<file path="config.mk">
export PLATFORM = sky130hd
export DESIGN_NAME = mem_arbiter
export DESIGN_NICKNAME = d
export VERILOG_FILES = /design/src/rtl/mem_arbiter.sv
export SDC_FILE = /design/constraint.sdc
export NUM_CORES = 1
export LEC_CHECK = 0
export ABC_AREA = 1
export CORE_AREA = 10 10 244 246
export CTS_CLUSTER_SIZE = 16
export DETAILED_ROUTE_END_ITERATION = 10
export DIE_AREA = 0 0 254 256
export MAX_ROUTING_LAYER = met4
export PLACE_DENSITY = 0.57
export SKIP_LAST_GASP = 1
export SYNTH_ARGS = -nofsm -noshare
export SYNTH_HDL_FRONTEND = slang
export SYNTH_SLANG_ARGS = --single-unit
</file>
<file path="constraint.sdc">
create_clock -name clk -period 9.26 [get_ports clk]
set_clock_uncertainty 0.05 [all_clocks]
set_input_delay 2.778 -clock clk [delete_from_list [all_inputs] [get_ports clk]]
set_output_delay 2.778 -clock clk [all_outputs]
set_load 0.02 [all_outputs]
</file>
<file path="src/rtl/mem_arbiter.sv">
// Round-robin arbiter sharing one Avalon-MM memory port among NUM_MASTERS requesters.
// Commands pass through a one-deep register; a tag FIFO routes in-order read data back.
module mem_arbiter #(
  parameter int NUM_MASTERS = 16,
  parameter int ADDR_WIDTH  = 16,
  parameter int DATA_WIDTH  = 16,
  parameter int MAX_PENDING = 4,
  localparam int IDX_W      = $clog2(NUM_MASTERS)
) (
  input  logic                              clk,
  input  logic                              rst_n,
  input  logic [NUM_MASTERS-1:0]            m_read,
  input  logic [NUM_MASTERS-1:0]            m_write,
  input  logic [NUM_MASTERS*ADDR_WIDTH-1:0] m_addr,
  input  logic [NUM_MASTERS*DATA_WIDTH-1:0] m_wdata,
  output logic [NUM_MASTERS-1:0]            m_waitrequest,
  output logic [DATA_WIDTH-1:0]             m_rdata,
  output logic [NUM_MASTERS-1:0]            m_rdatavalid,
  output logic                              s_read,
  output logic                              s_write,
  output logic [IDX_W+ADDR_WIDTH-1:0]       s_addr,
  output logic [DATA_WIDTH-1:0]             s_wdata,
  input  logic                              s_waitrequest,
  input  logic [DATA_WIDTH-1:0]             s_rdata,
  input  logic                              s_rdatavalid,
  output logic                              err
);

  localparam int PTR_W = $clog2(MAX_PENDING);
  localparam int CNT_W = $clog2(MAX_PENDING + 1);

  logic                   cmd_valid;
  logic                   cmd_write;
  logic [IDX_W-1:0]       cmd_idx;
  logic [ADDR_WIDTH-1:0]  cmd_addr;
  logic [DATA_WIDTH-1:0]  cmd_wdata;
  logic [IDX_W-1:0]       rr_ptr;

  logic [IDX_W-1:0]       tag_mem [MAX_PENDING];
  logic [PTR_W-1:0]       wr_ptr;
  logic [PTR_W-1:0]       rd_ptr;
  logic [CNT_W-1:0]       count;

  logic                   accept;
  logic                   free;
  logic                   push;
  logic                   pop;
  logic [CNT_W:0]         pending;
  logic                   read_ok;
  logic [NUM_MASTERS-1:0] elig;
  logic                   found;
  logic [IDX_W-1:0]       win;
  logic                   grant;
  logic [IDX_W-1:0]       rr_next;
  logic [ADDR_WIDTH-1:0]  sel_addr;
  logic [DATA_WIDTH-1:0]  sel_wdata;

  assign accept  = cmd_valid & ~s_waitrequest;
  assign free    = ~cmd_valid | accept;
  assign push    = accept & ~cmd_write;
  assign pop     = s_rdatavalid & (count != '0);
  // A read still sitting in the command register already occupies a return slot.
  assign pending = {1'b0, count} + (CNT_W+1)'(cmd_valid & ~cmd_write);
  assign read_ok = pending < (CNT_W+1)'(MAX_PENDING);
  assign elig    = m_write | (m_read & {NUM_MASTERS{read_ok}});

  always_comb begin
    found = 1'b0;
    win   = '0;
    for (int unsigned k = 0; k < NUM_MASTERS; k++) begin
      int unsigned cand;
      cand = 32'(rr_ptr) + k;
      if (cand >= NUM_MASTERS) cand = cand - NUM_MASTERS;
      if (!found && elig[IDX_W'(cand)]) begin
        found = 1'b1;
        win   = IDX_W'(cand);
      end
    end
  end

  // Gated by rst_n so no grant leaks out combinationally while in reset.
  assign grant     = rst_n & free & found;
  assign rr_next   = (32'(win) == NUM_MASTERS - 1) ? '0 : win + 1'b1;
  assign sel_addr  = m_addr[win*ADDR_WIDTH +: ADDR_WIDTH];
  assign sel_wdata = m_wdata[win*DATA_WIDTH +: DATA_WIDTH];

  always_comb begin
    m_waitrequest = '1;
    if (grant) m_waitrequest[win] = 1'b0;
  end

  always_comb begin
    m_rdatavalid = '0;
    if (pop) m_rdatavalid[tag_mem[rd_ptr]] = 1'b1;
  end

  assign m_rdata = s_rdata;
  assign s_read  = cmd_valid & ~cmd_write;
  assign s_write = cmd_valid & cmd_write;
  assign s_addr  = {cmd_idx, cmd_addr};
  assign s_wdata = cmd_wdata;

  always_ff @(posedge clk) begin
    if (push) tag_mem[wr_ptr] <= cmd_idx;
  end

  always_ff @(posedge clk or negedge rst_n) begin
    if (!rst_n) begin
      cmd_valid <= 1'b0;
      cmd_write <= 1'b0;
      cmd_idx   <= '0;
      cmd_addr  <= '0;
      cmd_wdata <= '0;
      rr_ptr    <= '0;
      wr_ptr    <= '0;
      rd_ptr    <= '0;
      count     <= '0;
      err       <= 1'b0;
    end else begin
      if (grant) begin
        cmd_valid <= 1'b1;
        cmd_write <= m_write[win];
        cmd_idx   <= win;
        cmd_addr  <= sel_addr;
        cmd_wdata <= sel_wdata;
        rr_ptr    <= rr_next;
      end else if (accept) begin
        cmd_valid <= 1'b0;
      end
      if (push) wr_ptr <= wr_ptr + 1'b1;
      if (pop)  rd_ptr <= rd_ptr + 1'b1;
      if (push && !pop)      count <= count + 1'b1;
      else if (pop && !push) count <= count - 1'b1;
      if (s_rdatavalid && count == '0) err <= 1'b1;
    end
  end

endmodule

</file>
==> metrics.cfg <==
[worst_setup_path]
reg2reg_slack_ns = 3.01
ff2ff_path_depth = 28
critPathSlowestCell = clkdlybuf4s50_1
path_class = in2out
cpMostUsedCell = nand3_1
crit_fanout = 3
worstPathArrival_ns = 6.18
r2r-end = cmd_addr[10]$_DFFE_PN0P_
r2r-start = rr_ptr[1]$_DFFE_PN0P_
cp-start-kind = input port
critPathRequiredTime_ns = 6.43
end_kind = output port
max_stage_delay_ns = 0.43

[clocking]
clock-root-buffer = clkbuf_16
cts_made_buffers = 9
hold_buffers = 0
cts_tree = built
cts_htree_levels = 3
clk_pin_slew_ns = 0.06
clock-sinks = 66
clock_path_buffers = 2
insertion_delay_ns = 0.37

[final_layout]
final_layout_size_suffix_gt1_frac = 0.0849
nets = 3344
fin_util = 0.343
fin_cells = 3485
area_growth_pct = 65.5

[floorplan]
io-pin-count = 651
rows = 86
initial_core_util = 0.207
die_w_um = 254
die_area_mm2 = 0.0650
fp.coreArea_mm2 = 0.0547
die_h_um = 256

[synth]
synth.area.top_cells = nand2_1, nand3_1, dfrtp_1
seq_area_frac_synth = 0.153
yosys_warnings = 0
synthCells = 2202
synth_edf_count = 16
synth_top_area_cell = nand2_1
synth.distinct_cells = 45
syn_avg_cell_area_um2 = 5.14
ys_ff_latch = 66
synth_flop_cell = dfrtp_1
synth_nets = 2783
synth_top_area_frac = 0.351
netlist_area_mm2 = 0.0113
ys_async_sr_fraction = 0.758

[global_route]
grt_max_degree = 99
grtUsageTotal = 0.216
antenna_found_initial = 12
overflow = 0
grt_pass1_wl_um = 103000
first_global_vias = 15665

[timing]
hold_viol_final = 0
rsz0062_at_grt = true
period_minus_slack_ns = 9.01
setup_viol = 0
drv_slew = 0
slew_headroom = 0.326
max_freq_mhz = 111
fin_crit_sh = 0.973
worstMarginPinSlew_ns = 1.01

[status]
status = finished, final reports clean

[routing]
drtAntennaViolNets = 0
drt-total-wl_um = 71500
wl_per_cell_um = 20.5
viasPerCell = 4.58
vias = 15977
drc = 0
drtIter0Drc = 964
first_pass_iters = 5

[placed_design]
portBuffers = 618
placed_cells = 3455
place_congestion = 0.924
hpwl_um = 57200

[worst_hold_path]
worstHoldStart = err$_DFFE_PN0P_
min_delay_worst_endpoint = err$_DFFE_PN0P_
holdPathStages = 1
hold_class = reg2reg

[job]
cap_violations = 0

==> per-layer routing <==
layer | up-vias | GRT usage | wire, µm
met2 | 577 | 0.372 | 35700
met1 | 7191 | 0.244 | 28800
met4 | 0 | 0.0627 | 1920
met3 | 68 | 0.0492 | 5090
met5 | - | - | 0
li1 | 8141 | - | -
==> cell usage after synthesis (12+ instances only) <==
library cell / number
inv_1: 81
a21oi_1: 67
dfrtp_1: 50
clkbuf_1: 24
buf_4: 27
edfxtp_1: 16
nor2_1: 196
buf_2: 106
nand3_2: 12
ha_1: 16
nand2_1: 1059
o21ai_0: 15
nand3_1: 434
==> sequential cells by signal (all words and copies together), names as in the netlist <==
name,flops
cmd_addr,16
s_wdata,16
tag_mem,16
cmd_idx,4
rr_ptr,4
count,3
rd_ptr,2
wr_ptr,2
cmd_valid,1
cmd_write,1
err,1
==> metrics by stage <==
stage | setup slack (ns) | hold WS, ns | instance area [µm²] | TNS, ns
after floorplan | 0.815 | 0.392 | 11300 | 0
after global placement | -0.192 | 0.402 | 18300 | -2.18
after detailed placement | -0.194 | 0.406 | 18300 | -2.15
after CTS | 0.0406 | 0.423 | 18600 | 0
after global routing | -0.0450 | 0.446 | 18700 | -0.0609
final | 0.250 | 0.420 | 18800 | 0
==> cell type report <==
| cell class | instances | area, µm² |
|---|---|---|
| antenna | 13 | 32.5 |
| timing repair buffer | 715 | 6850 |
| inverter | 91 | 344 |
| sequential | 66 | 1730 |
| tap | 704 | 881 |
| multi-input combinational | 1880 | 8590 |
| clock inverter | 7 | 100 |
| fill | 6211 | 35900 |
| clock buffer | 9 | 225 |
==> cell usage in the layout, fill, tap and decap left out, types with 4 or more instances in the layout <==
master,netlist,final
edfxtp_1,16,16
clkbuf_2,0,15
nor2_1,196,194
buf_4,27,96
a21oi_1,67,67
nand2_4,4,4
clkdlybuf4s50_1,0,598
clkbuf_16,0,9
nor3_1,4,4
diode_2,0,13
nand3_2,12,46
nand2_2,8,11
a31oi_1,4,4
dfrtp_1,50,50
o21ai_0,15,14
a21oi_2,4,4
o21ai_1,4,5
xor2_1,9,9
inv_2,7,10
ha_1,16,16
nand2_1,1059,1054
nand3_1,434,400
inv_1,81,77
nand4_2,6,4
nor2_2,2,4
nor2_4,7,7
nand4_1,5,5
==> timing repair <==
item / 4_1_cts / 5_1_grt
gates resized for setup: 16 / 82
pin swaps: 1 / 6
gates cloned: 0 / 0
endpoints found under the setup margin: 16 / 16
setup buffers: 0 / 1
==> cell families (layout without fill, tap and decap cells) <==
| kind of cell | after synthesis | in the layout | synth area share |
|---|---|---|---|
| and+or+nand+nor | 1744 | 1744 | 0.654 |
| muxes | 1 | 1 | 0.000994 |
| AOI/OAI and AO/OA | 107 | 107 | 0.0543 |
| adders and majority gates | 17 | 17 | 0.0194 |
| DFF | 66 | 66 | 0.153 |
| buffers and inverters | 256 | 822 | 0.109 |
| xor gates and xnor gates | 11 | 11 | 0.00851 |
| other | 0 | 13 | 0 |
==> critical path, delay by kind of cell <==
| family | cells | cell delay (ns) |
|---|---|---|
| adders and majority gates | 1 | 0.17 |
| buffers and inverters | 9 | 1.17 |
| and+or+nand+nor | 20 | 2.05 |
==> worst max path at each step <==
stage | from | to | slack (ns)
2_1_floorplan | m_read[7] | m_waitrequest[15] | 0.81
3_3_place_gp | m_write[0] | m_waitrequest[7] | -0.19
3_5_place_dp | m_write[1] | m_waitrequest[7] | -0.19
4_1_cts | m_write[1] | m_waitrequest[7] | 0.04
5_1_grt | m_read[0] | m_waitrequest[7] | -0.05
6_report | m_write[15] | m_waitrequest[7] | 0.25
Power is left out: the tool's default activity adds up to more than one toggle a clock period on the data nets, which glitch-free logic cannot reach.
